### config.mk
export PLATFORM = sky130hd
export DESIGN_NAME = pipe_hazard_ctrl
export DESIGN_NICKNAME = d
export VERILOG_FILES = /design/src/rtl/pipe_hazard_ctrl.sv
export SDC_FILE = /design/constraint.sdc
export NUM_CORES = 1
export LEC_CHECK = 0
export ABC_CLOCK_PERIOD_IN_PS = 2200
export BUFFER_PORTS_ARGS = -buffer_cell sky130_fd_sc_hd__buf_2
export CAP_MARGIN = 25
export CELL_PAD_IN_SITES_DETAIL_PLACEMENT = 1
export CELL_PAD_IN_SITES_GLOBAL_PLACEMENT = 1
export CORE_MARGIN = 1.5
export CORE_UTILIZATION = 32
export CTS_CLUSTER_DIAMETER = 80
export CTS_CLUSTER_SIZE = 14
export DETAILED_ROUTE_END_ITERATION = 8
export MAX_ROUTING_LAYER = met4
export PLACE_DENSITY_LB_ADDON = 0.1
export SLEW_MARGIN = 20
export SYNTH_ARGS = -nofsm -noshare
export SYNTH_HDL_FRONTEND = slang
export SYNTH_SLANG_ARGS = --single-unit
### constraint.sdc
create_clock -name stg_clk -period 2.2 [get_ports stg_clk]
set_clock_uncertainty 0.15 [all_clocks]
set_input_delay 0 -clock stg_clk [delete_from_list [all_inputs] [get_ports stg_clk]]
set_output_delay 0 -clock stg_clk [all_outputs]
set_load 0.02 [all_outputs]
### src/rtl/pipe_hazard_ctrl.sv
// rtl/pipe_hazard_ctrl.sv - stage-latch hold/flush and PC enable generator for load-use, branch and mem-wait hazards
// Optional statistics counters are built only when HAZARD_STATS_EN is defined.
module pipe_hazard_ctrl #(
  parameter int LOAD_USE_BUBBLES = 1,
  parameter int MEM_TIMEOUT      = 255,
  parameter int CNT_W            = 16
) (
  input  logic             stg_clk,
  input  logic             reset,
  input  logic [4:0]       id_rs1,
  input  logic [4:0]       id_rs2,
  input  logic             id_rs1_used,
  input  logic             id_rs2_used,
  input  logic [4:0]       ex_rd,
  input  logic             ex_rd_memory,
  input  logic             ex_branch_taken,
  input  logic             mem_req,
  input  logic             mem_ready,
  output logic             pc_ena,
  output logic             ifid_ena,
  output logic             ifid_x,
  output logic             idex_ena,
  output logic             idex_x,
  output logic             exmem_ena,
  output logic             memwb_x,
  output logic             mem_timeout_err,
  output logic [CNT_W-1:0] stall_cycles,
  output logic [CNT_W-1:0] flush_count
);

  typedef enum logic [1:0] {RUN, MEM_WAIT, LU_STALL} state_t;

  localparam int WAIT_W = (MEM_TIMEOUT > 1) ? $clog2(MEM_TIMEOUT + 1) : 1;

  state_t            state, state_nxt;
  logic [2:0]        bub_cnt, bub_nxt;
  logic              ret_lu, ret_lu_nxt;
  logic [WAIT_W-1:0] wait_cnt, wait_inc;
  logic              mw, lu, flush_evt;

  assign mw = mem_req & ~mem_ready;
  assign lu = ex_rd_memory & (ex_rd != 5'd0) &
              ((id_rs1_used & (id_rs1 == ex_rd)) | (id_rs2_used & (id_rs2 == ex_rd)));
  assign wait_inc = (wait_cnt == '1) ? wait_cnt : wait_cnt + 1'b1;

  always_comb begin
    pc_ena     = 1'b1;
    ifid_ena   = 1'b1;
    ifid_x     = 1'b0;
    idex_ena   = 1'b1;
    idex_x     = 1'b0;
    exmem_ena  = 1'b1;
    memwb_x    = 1'b0;
    state_nxt  = RUN;
    bub_nxt    = bub_cnt;
    ret_lu_nxt = 1'b0;
    flush_evt  = 1'b0;

    if (mw) begin
      // Freeze everything; remember whether a load-use stall must resume afterwards.
      pc_ena     = 1'b0;
      ifid_ena   = 1'b0;
      idex_ena   = 1'b0;
      exmem_ena  = 1'b0;
      memwb_x    = 1'b1;
      state_nxt  = MEM_WAIT;
      ret_lu_nxt = (state == MEM_WAIT) ? ret_lu : (state == LU_STALL);
    end else if (ex_branch_taken) begin
      ifid_x    = 1'b1;
      idex_x    = 1'b1;
      bub_nxt   = 3'd0;
      flush_evt = 1'b1;
    end else if (state == LU_STALL || (state == MEM_WAIT && ret_lu)) begin
      pc_ena    = 1'b0;
      ifid_ena  = 1'b0;
      idex_x    = 1'b1;
      bub_nxt   = (bub_cnt != 3'd0) ? bub_cnt - 3'd1 : 3'd0;
      state_nxt = (bub_cnt <= 3'd1) ? RUN : LU_STALL;
    end else if (lu) begin
      pc_ena    = 1'b0;
      ifid_ena  = 1'b0;
      idex_x    = 1'b1;
      bub_nxt   = 3'(LOAD_USE_BUBBLES - 1);
      state_nxt = (bub_nxt != 3'd0) ? LU_STALL : RUN;
    end

    if (reset) begin
      pc_ena    = 1'b0;
      ifid_ena  = 1'b0;
      ifid_x    = 1'b1;
      idex_ena  = 1'b0;
      idex_x    = 1'b1;
      exmem_ena = 1'b0;
      memwb_x   = 1'b1;
    end
  end

  always_ff @(posedge stg_clk or posedge reset) begin
    if (reset) begin
      state           <= RUN;
      bub_cnt         <= 3'd0;
      ret_lu          <= 1'b0;
      wait_cnt        <= '0;
      mem_timeout_err <= 1'b0;
    end else begin
      state   <= state_nxt;
      bub_cnt <= bub_nxt;
      ret_lu  <= ret_lu_nxt;
      if (mw) begin
        wait_cnt <= wait_inc;
        if (MEM_TIMEOUT != 0 && wait_inc == WAIT_W'(MEM_TIMEOUT))
          mem_timeout_err <= 1'b1;
      end else begin
        wait_cnt <= '0;
      end
    end
  end

`ifdef HAZARD_STATS_EN
  logic [CNT_W-1:0] stall_q, flush_q;

  always_ff @(posedge stg_clk or posedge reset) begin
    if (reset) begin
      stall_q <= '0;
      flush_q <= '0;
    end else begin
      if (!pc_ena && stall_q != '1)
        stall_q <= stall_q + 1'b1;
      if (flush_evt && flush_q != '1)
        flush_q <= flush_q + 1'b1;
    end
  end

  assign stall_cycles = stall_q;
  assign flush_count  = flush_q;
`else
  assign stall_cycles = '0;
  assign flush_count  = '0;
`endif

endmodule

==> impl_metrics.csv, run 1 <==
group,metric,value,unit
floorplan,dieArea,4250,um2
drt,vias,1019,
placement,dp_hpwl,2.19,mm
flow_run,maxCapViolations,0,
layout,n_antenna_cell,0,
synth,yosysWarnings,0,
clock_network,clockRootBuffer,"clkbuf_8",
pwr,leakage,0.692,nW
floorplan,core_area,3690,um2
drt,first_iter_violations,28,
worst_setup_path,r2r-end,"wait_cnt[1]$_DFF_PP0_",
worst_setup_path,arrival,1.88,ns
floorplan,die_h,65.2,um
floorplan,num_rows,22,
synth,synth_area,1240,um2
worst_setup_path,r2r_cells,6,
global_routing,overflow,0,
drt,post_drt_wl_per_cell,12.9,um
synth,synth.most_common_cell,"buf_4",
synth,synth_flop_cell,"dfrtp_1",
worst_setup_path,r2r_slack,0.30,ns
worst_setup_path,worstPathMaxFanout,7,
global_routing,grt_max_degree,17,
layout,final_cell_area,1360,um2
sta,rsz0062_at_grt,"no",
drt,via_per_inst,4.67,
sta,setup_viol,0,
sta,fin_crit_sh,0.865,
global_routing,track_usage,0.142,
synth,yosysTopAreaCell,"dfrtp_1",
drt,dr.pass1.iters,4,
global_routing,antenna_found_initial,0,
pwr,ir_worst_vdd,0.366,mV
synth,synthCells,140,
clock_network,cts_made_buffers,3,
synth,yosysUniqueCellTypes,38,
worst_hold_path,min_path_type,"in2reg",
floorplan,io_pins,63,
clock_network,post_cts.repair.setup_buffers,0,
layout,drive_gt1_frac,0.212,
floorplan,start_util,0.335,
sta,period_needed,1.90,ns
worst_setup_path,crit_required,2.18,ns
synth,synth_edf_count,0,
synth,synth_top_cells_by_count,"buf_4, dfrtp_1, xor2_1, inv_1, nor2_1",
worst_setup_path,r2r_start,"wait_cnt[0]$_DFF_PP0_",
placement,port_buffers,30,
placement,gp_congestion,0.828,
worst_hold_path,hold_end,"state[1]$_DFF_PP0_",
layout,fin_nets,197,
clock_network,cts.sinks,15,
synth,synthArstFlopShare,1.00,
synth,synth.avg_cell_area,8.83,um2
synth,synth_top_cells_by_area,"dfrtp_1, buf_4, xor2_1",
worst_hold_path,whs_path_depth,3,
floorplan,fp.dieW,65.2,um
global_routing,grt_pass1_vias,968,
sta,tns,0,ns
worst_setup_path,endpoint_kind,"register",
clock_network,clock_latency,0.25,ns
pwr,p_per_area,478,nW/um2
outcome,run_status,"finished clean",
synth,synth_top_area_frac,0.304,
drt,drc,0,
drt,antenna_left,0,
placement,dpl-instance-area,1300,um2
worst_hold_path,worstHoldStart,"ex_branch_taken",
clock_network,clock_path_buffers,2,
sta,hold_viol_final,0,
synth,yosysSeqAreaShare,0.304,
layout,syn2layout_area_growth,9.92,%
clock_network,path_clk_slew,0.06,ns
sta,fmax,525,MHz
sta,slew_viol_final,0,
clock_network,ctsResizeCount,0,
synth,ys_ff_latch,15,
drt,routed_wirelength,2.82,mm
clock_network,cts_tree,"done",
clock_network,htree_levels,1,
worst_setup_path,crit_type,"reg2reg",
worst_setup_path,cp-start-kind,"register",
global_routing,grt_pass1_wl,4.66,mm
[sequential cells by signal (all words and copies together) (netlist names)]
signal,cells
wait_cnt,8
bub_cnt,3
state,2
ret_lu,1
mem_timeout_err,1
[worst max path at each step]
stage                                  endpoint                   from
floorplan           mem_timeout_err$_DFFE_PP0P_  wait_cnt[0]$_DFF_PP0_
global placement    mem_timeout_err$_DFFE_PP0P_  wait_cnt[0]$_DFF_PP0_
detailed placement        wait_cnt[1]$_DFF_PP0_  wait_cnt[0]$_DFF_PP0_
CTS                       wait_cnt[1]$_DFF_PP0_  wait_cnt[0]$_DFF_PP0_
global route              wait_cnt[1]$_DFF_PP0_  wait_cnt[0]$_DFF_PP0_
finish                    wait_cnt[1]$_DFF_PP0_  wait_cnt[0]$_DFF_PP0_
[timing repair]
item,in CTS,in global routing
endpoints found under the setup margin,0,0
hold buffers,1,0
hold endpoints to repair,15,0
[layout by cell type (no fill, tap or decap), types with 4 or more instances in the layout]
cell type	netlist	final
xor2_1	8	8
a31oi_1	6	6
conb_1	1	32
o21a_1	4	4
o21ai_0	6	6
nand2_1	5	5
buf_2	0	30
dfrtp_1	15	15
nor2_1	7	7
xnor2_1	4	4
inv_1	7	7
[report_power, final]
group	total [mW]	internal [mW]	leakage (nW)	switching (mW)
combinational	0.140	0.0387	0.462	0.101
clock	0.228	0.128	0.0228	0.0995
sequential	0.282	0.279	0.207	0.00338
[metal layers]
metal  GRT usage  routed length, um  vias up
li1            -                  -      486
met1       0.185               1240      503
met2       0.238               1440       30
met3      0.0308                134        0
met4      0.0156                  0        0
met5           -                  0        -
[per-stage QoR]
| step | power, mW | util | worst slack, ns | instances | hold WS, ns |
|---|---|---|---|---|---|
| 6_report | 0.649 | 0.368 | 0.297 | 218 | 0.00560 |
| 5_1_grt | 0.678 | 0.368 | 0.0969 | 218 | 0.0247 |
| 4_1_cts | 0.657 | 0.368 | 0.272 | 218 | 0.00566 |
| 3_5_place_dp | 0.425 | 0.353 | 0.303 | 213 | -0.115 |
| 3_3_place_gp | 0.423 | 0.353 | 0.381 | 213 | -0.121 |
| 2_1_floorplan | 0.428 | - | 0.512 | 171 | -0.243 |
[cell type report]
class                      instances  area (um2)
tap                               48        60.1
clock buffer                       4        45.0
sequential                        15         375
multi-input combinational        112         684
timing repair buffer              32         168
fill                             458        2330
inverter                           7        26.3
[cells by family (layout without fill, tap and decap cells)]
kind of cell	after synthesis	after routing	share of synthesized area
buf+inv	44	43	0.237
mux	2	2	0.0172
flops	15	15	0.304
xor+xnor	12	12	0.0850
fa+ha+maj	3	3	0.0304
simple gates	34	34	0.161
other cells	1	32	0.00303
compound gates	29	29	0.163
[worst max-delay path, stage by stage, from the launching register on]
cell and delay, ns:
dfrtp_1 0.45, ha_1 0.27, nand3_1 0.16, nor2_1 0.21
nand3_1 0.25, mux2i_1 0.23, nor2_1 0.05
(Power assumes the default switching activity.)
==> inputs of run 2 (changes only) <==
- ABC_AREA: unset -> 1
- CORE_UTILIZATION: 32 -> 31
- CTS_BUF_LIST: unset -> sky130_fd_sc_hd__clkbuf_16
- GPL_ROUTABILITY_DRIVEN: unset -> 0
==> run 2 against run 1 <==
Net effect:
- sequential power about the same
- count of clock-buffer cells in the layout decreased by 1
- fmax rose by 10%
- total power increased by 23%
- worst hold slack improved by 0.081 ns
- final cell count increased by 30%
- critical path type unchanged
==> impl_metrics.csv, run 2 <==
group,metric,value,unit
floorplan,dieArea,4750,um2
synth,synth_edf_count,0,
worst_hold_path,min_path_type,"in2reg",
global_routing,grt_pass1_vias,1079,
outcome,run_status,"finished clean",
synth,yosysTopAreaCell,"dfrtp_1",
sta,setup_viol,0,
synth,synth_top_cells_by_area,"dfrtp_1, buf_4, nand2_1",
sta,fmax,580,MHz
placement,placedCellCount,275,
synth,synthCells,199,
drt,drc,0,
synth,synth_top_area_frac,0.279,
clock_network,cts_tree,"done",
clock_network,cts_made_buffers,3,
synth,synth.avg_cell_area,6.77,um2
worst_setup_path,crit_required,2.19,ns
drt,routed.top_layer,"met4",
global_routing,overflow,0,
layout,layout_common_cells,"nand2_1, conb_1, buf_2, inv_1, nor2_1",
global_routing,grt_max_degree,18,
drt,via_per_inst,4.09,
drt,wl_met2,1.41,mm
drt,routed_wirelength,3.05,mm
clock_network,htree_levels,1,
drt,first_iter_violations,21,
clock_network,clock_path_buffers,2,
synth,yosysUniqueCellTypes,28,
global_routing,grt_pass1_wl,4.80,mm
pwr,p_per_area,520,nW/um2
global_routing,track_usage,0.141,
layout,drive_gt1_frac,0.226,
layout,largest-register,"wait_cnt",
worst_setup_path,endpoint_kind,"register",
pwr,leakage,0.902,nW
clock_network,post_cts.repair.setup_buffers,0,
synth,yosysSeqAreaShare,0.279,
synth,synth_area,1350,um2
clock_network,cts.sinks,15,
worst_setup_path,cp-start-kind,"register",
worst_setup_path,slowest_stage,"dfrtp_1",
layout,syn2layout_area_growth,14.6,%
flow_run,maxCapViolations,0,
worst_setup_path,crit_family,"simple AND/OR/NAND/NOR gates",
placement,dp_hpwl,2.46,mm
sta,tns,0,ns
pwr,ir_worst_vdd,0.372,mV
floorplan,start_util,0.329,
worst_setup_path,crit_path_max_incr_delay,0.39,ns
drt,antenna_left,0,
layout,fill_cells,576,
placement,port_buffers,30,
drt,vias,1161,
sta,fin_crit_sh,0.783,
sta,hold_viol_final,0,
worst_setup_path,path_cells,"ha_1 > nand2_2 > nor2_4 > nand2_2 > or2_1 > nand3_1 > nor2_1 > nand2_1 > nand2_1",
clock_network,path_clk_slew,0.05,ns
synth,synth_top_cells_by_count,"nand2_1, buf_4, inv_1, nor2_1, dfrtp_1",
drt,drt-met1-wl,1.46,mm
drt,dr_wl_met3,149,um
synth,yosysWarnings,0,
layout,reg_top3,"wait_cnt: 8 flops, bub_cnt: 3 flops, state: 2 flops",
floorplan,die_h,68.9,um
floorplan,io_pins,63,
layout,final_cells,284,
synth,synth.most_common_cell,"nand2_1",
synth,ys_ff_latch,15,
floorplan,num_rows,23,
layout,mostFrequentLayoutCell,"nand2_1",
layout,n_antenna_cell,0,
drt,dr.pass1.iters,3,
synth,synthArstFlopShare,1.00,
worst_setup_path,arrival,1.71,ns
layout,fin_nets,261,
clock_network,clockRootBuffer,"clkbuf_16",
global_routing,antenna_found_initial,0,
layout,final_util,0.378,
worst_setup_path,critPathBufInv,0,
floorplan,fp.dieW,68.9,um
synth,synth_flop_cell,"dfrtp_1",
worst_setup_path,worstPathMaxFanout,12,
clock_network,clock_latency,0.25,ns
sta,rsz0062_at_grt,"no",
sta,period_needed,1.72,ns
sta,slew_viol_final,0,
worst_setup_path,crit_type,"reg2reg",
drt,post_drt_wl_per_cell,10.8,um
layout,largest_reg_flops,8,
floorplan,core_area,4090,um2
run 2: cell count changes after synthesis, moves of 4 or more:
cell,previous run,this run
o21ai_0,6,1
nand2_1,5,52
nor2_1,7,18
nand3_1,2,9
xor2_1,8,2
inv_2,0,4
inv_1,7,28
nor2_2,0,4
a31oi_1,6,1
run 2: report_power, final:
part / total [mW] / switching (mW) / internal, mW
combinational: 0.161 / 0.116 / 0.0444
clock: 0.360 / 0.117 / 0.243
sequential: 0.281 / 0.00225 / 0.279
run 2: cells by family (layout without fill, tap and decap cells):
| family | after synthesis | after routing | share of synthesized area |
|---|---|---|---|
| AOI/OAI and AO/OA | 14 | 14 | 0.0651 |
| adders and majority gates | 3 | 3 | 0.0279 |
| and+or+nand+nor | 95 | 95 | 0.316 |
| buffers and inverters | 68 | 72 | 0.290 |
| other | 1 | 32 | 0.00279 |
| xor gates and xnor gates | 3 | 3 | 0.0195 |
| DFF | 15 | 15 | 0.279 |
run 2: layout make-up:
cell class	count	area [um2]	share of cell area
multi-input cells	147	697	0.452
flip-flops and latches	15	375	0.243
clock buffers	3	75.1	0.0487
well taps	50	62.6	0.0406
repair buffers	36	208	0.135
clock inverters	1	5.00	0.00324
inverters	32	120	0.0779
run 2: worst paths after layout:
path / start / endpoint / slack (ns) / cells past startpoint
worst max-delay path: wait_cnt[0]$_DFF_PP0_ / mem_timeout_err$_DFFE_PP0P_ / 0.48 / 9
worst min-delay path: ex_rd_memory / bub_cnt[1]$_DFFE_PP0P_ / 0.09 / 7
worst max register to register: wait_cnt[0]$_DFF_PP0_ / mem_timeout_err$_DFFE_PP0P_ / 0.48 / 9
worst min register to register: mem_timeout_err$_DFFE_PP0P_ / mem_timeout_err$_DFFE_PP0P_ / 0.32 / 2
max in group asynchronous: reset / bub_cnt[1]$_DFFE_PP0P_ / 1.51 / 4
min in group asynchronous: reset / state[1]$_DFF_PP0_ / 0.19 / 4
run 2: timing repair:
action                    CTS  global route
resized for setup           0             0
hold endpoints to repair   20             0
hold buffers                5             0
run 2: worst min-delay path: cells and delay by family:
family / cells / cell delay (ns)
and+or+nand+nor: 4 / 0.27
buffers and inverters: 2 / 0.12
AOI/OAI and AO/OA: 1 / 0.05
run 2: metrics by stage:
step           hold WS, ns  power [mW]  setup WS [ns]  area [um2]
2_1_floorplan       -0.235       0.440          0.714        1460
3_3_place_gp        -0.107       0.438          0.551        1410
4_1_cts             0.0914       0.810          0.465        1540
6_report            0.0863       0.802          0.477        1540
3_5_place_dp        -0.103       0.440          0.480        1410
5_1_grt              0.176       0.839          0.337        1540
run 2: layer usage:
layer | global-route usage | vias up
met4 | 0.0294 | 0
met3 | 0.0341 | 4
met5 | - | -
li1 | - | 606
met2 | 0.227 | 39
met1 | 0.180 | 512
==> inputs of run 3 (changes only) <==
- ABC_AREA: 1 -> 0
- ABC_CLOCK_PERIOD_IN_PS: 2200 -> 1400
- CORE_UTILIZATION: 31 -> 29
- clock period: 2.2 -> 1.4 ns (I/O delays scaled with it)
==> run 3 against run 2 <==
Net effect:
- the flow now finishes with violations (setup timing)
- die area down 1.8%
- non-clock buffer count up 28
- sequential share of layout area down 3.4 points
- register-to-register slack worse by 0.63 ns
- count of clock-buffer cells in the layout unchanged
- wire length up 8.6%
- sequential power up 58%
- total power up 58%
- first-iteration DRC count unchanged
- worst hold slack worse by 0.057 ns
- global-route usage up 0.91 points
- design area up 18%
==> impl_metrics.csv, run 3 (synthesis gave the netlist of run 1 again) <==
group,metric,value,unit
clock_network,clockRootBuffer,"clkbuf_16",
floorplan,die_h,68.3,um
layout,final_cell_area,1820,um2
layout,drive_gt1_frac,0.460,
pwr,p_per_area,696,nW/um2
sta,hold_viol_final,0,
clock_network,cts_made_buffers,3,
worst_setup_path,arrival,1.41,ns
worst_hold_path,min_path_type,"in2reg",
drt,routed_wirelength,3.32,mm
flow_run,maxCapViolations,0,
drt,first_iter_violations,21,
pwr,leakage,0.892,nW
drt,vias,1136,
drt,via_per_inst,4.51,
sta,slew_viol_final,0,
placement,dp_hpwl,2.58,mm
drt,drc,0,
layout,mostFrequentLayoutCell,"conb_1",
layout,largest-register,"wait_cnt",
worst_setup_path,r2r_start,"wait_cnt[1]$_DFF_PP0_",
worst_setup_path,cp-start-kind,"register",
worst_setup_path,worstPathMaxFanout,3,
clock_network,cts.sinks,15,
global_routing,track_usage,0.150,
floorplan,start_util,0.305,
sta,period_needed,1.56,ns
sta,worst_slack,-0.164,ns
global_routing,top_usage_layer,"met2",
worst_setup_path,endpoint_kind,"output pin",
layout,largest_reg_flops,8,
clock_network,path_clk_slew,0.05,ns
floorplan,core_area,4060,um2
worst_setup_path,crit_type,"reg2out",
sta,fmax,640,MHz
sta,tns,-1.06,ns
global_routing,antenna_found_initial,0,
worst_hold_path,worstHoldStart,"mem_req",
clock_network,cts_tree,"done",
global_routing,grt_max_degree,16,
floorplan,dieArea,4660,um2
layout,layout_common_cells,"conb_1, buf_4, buf_2, dfrtp_1",
clock_network,htree_levels,1,
drt,post_drt_wl_per_cell,13.2,um
global_routing,overflow,0,
global_routing,grt_pass1_wl,4.99,mm
worst_setup_path,path_cells,"mux2_4 > o21a_4 > o21a_4 > buf_6",
worst_setup_path,path_common_cell,"o21a_4",
worst_setup_path,crit_required,1.25,ns
layout,n_antenna_cell,0,
drt,antenna_left,0,
sta,rsz0062_at_grt,"yes",
global_routing,grt_pass1_vias,1124,
clock_network,clock_path_buffers,2,
clock_network,clock_latency,0.25,ns
placement,port_buffers,30,
floorplan,num_rows,23,
global_routing,grt_use_met3,0.0247,
placement,dpl-instance-area,1580,um2
floorplan,fp.dieW,68.3,um
pwr,ir_worst_vdd,0.419,mV
layout,fin_nets,229,
drt,dr.pass1.iters,4,
sta,fin_crit_sh,1.12,
floorplan,io_pins,63,
global_routing,met2_usage,0.273,
worst_setup_path,crit_path_max_incr_delay,0.37,ns
layout,syn2layout_area_growth,47.1,%
sta,setup_viol,10,
global_routing,met1_usage,0.161,
worst_setup_path,slowest_stage,"dfrtp_1",
layout,reg_top3,"wait_cnt: 8 flops, bub_cnt: 3 flops, state: 2 flops",
outcome,violations,"setup timing",
worst_setup_path,crit_start,"state[1]$_DFF_PP0_",
outcome,run_status,"finished with violations",
run 3: cell types whose count changed in the layout (fill, tap and decap cells not counted), moves of 4 or more:
| cell | before | now |
|---|---|---|
| buf_4 | 1 | 30 |
| buf_6 | 0 | 6 |
| dfrtp_1 | 15 | 11 |
| dfrtp_2 | 0 | 4 |
| dlygate4sd3_1 | 5 | 1 |
| inv_1 | 28 | 8 |
| inv_2 | 4 | 0 |
| nand2_1 | 52 | 5 |
| nand3_1 | 9 | 0 |
| nor2_1 | 18 | 4 |
| xor2_1 | 2 | 8 |
run 3: routing by layer:
metal / share of wire / wire [um]
met1: 0.42 / 1400
met2: 0.51 / 1690
met3: 0.054 / 178
met4: 0.015 / 51
met5: 0 / 0
run 3: final cells by class:
type                    count  area, um2
fillers                   493       2240
well taps                  50       62.6
clock buffers               3       75.1
repair buffers             64        438
inverters                   7       26.3
multi-input cells         112        832
flip-flops and latches     15        380
clock inverters             1       3.75
run 3: what timing repair did:
item | in CTS | in global routing
endpoints found under the hold margin | 15 | 0
setup endpoints to repair | 16 | 16
buffers inserted | 4 | 0
hold buffers | 1 | 0
pin swaps | 8 | 12
resized for setup | 16 | 15
run 3: critical path, delay by kind of cell (launching register included):
| family | cells | cell delay (ns) |
|---|---|---|
| AO/OA/AOI/OAI | 2 | 0.34 |
| buffers and inverters | 1 | 0.13 |
| flip-flops | 1 | 0.37 |
| multiplexers | 1 | 0.33 |
run 3: where the power goes:
part	total [mW]	switching [mW]	internal, mW	leakage [nW]
registers	0.444	0.00510	0.439	0.201
logic	0.261	0.173	0.0877	0.648
clock network	0.560	0.181	0.379	0.0423
run 3: stage by stage:
stage / utilization / hold slack (ns) / instances / power [mW] / setup WS [ns]
6_report: 0.448 / 0.0296 / 252 / 1.27 / -0.164
5_1_grt: 0.448 / 0.0545 / 252 / 1.32 / -0.207
4_1_cts: 0.434 / 0.0176 / 252 / 1.28 / -0.165
3_5_place_dp: 0.389 / -0.0829 / 243 / 0.693 / -0.175
3_3_place_gp: 0.389 / -0.0839 / 243 / 0.688 / -0.151
2_1_floorplan: - / -0.242 / 171 / 0.677 / -0.107
run 3: final timing paths:
kind / slack (ns) / to / cells after the start
worst min register to register: 0.33 / mem_timeout_err$_DFFE_PP0P_ / 1
worst max register to register: -0.15 / mem_timeout_err$_DFFE_PP0P_ / 5
worst max-delay path: -0.16 / pc_ena / 4
max in group asynchronous: 0.70 / wait_cnt[3]$_DFF_PP0_ / 4
min in group asynchronous: 0.20 / wait_cnt[0]$_DFF_PP0_ / 4
worst min-delay path: 0.03 / wait_cnt[3]$_DFF_PP0_ / 4
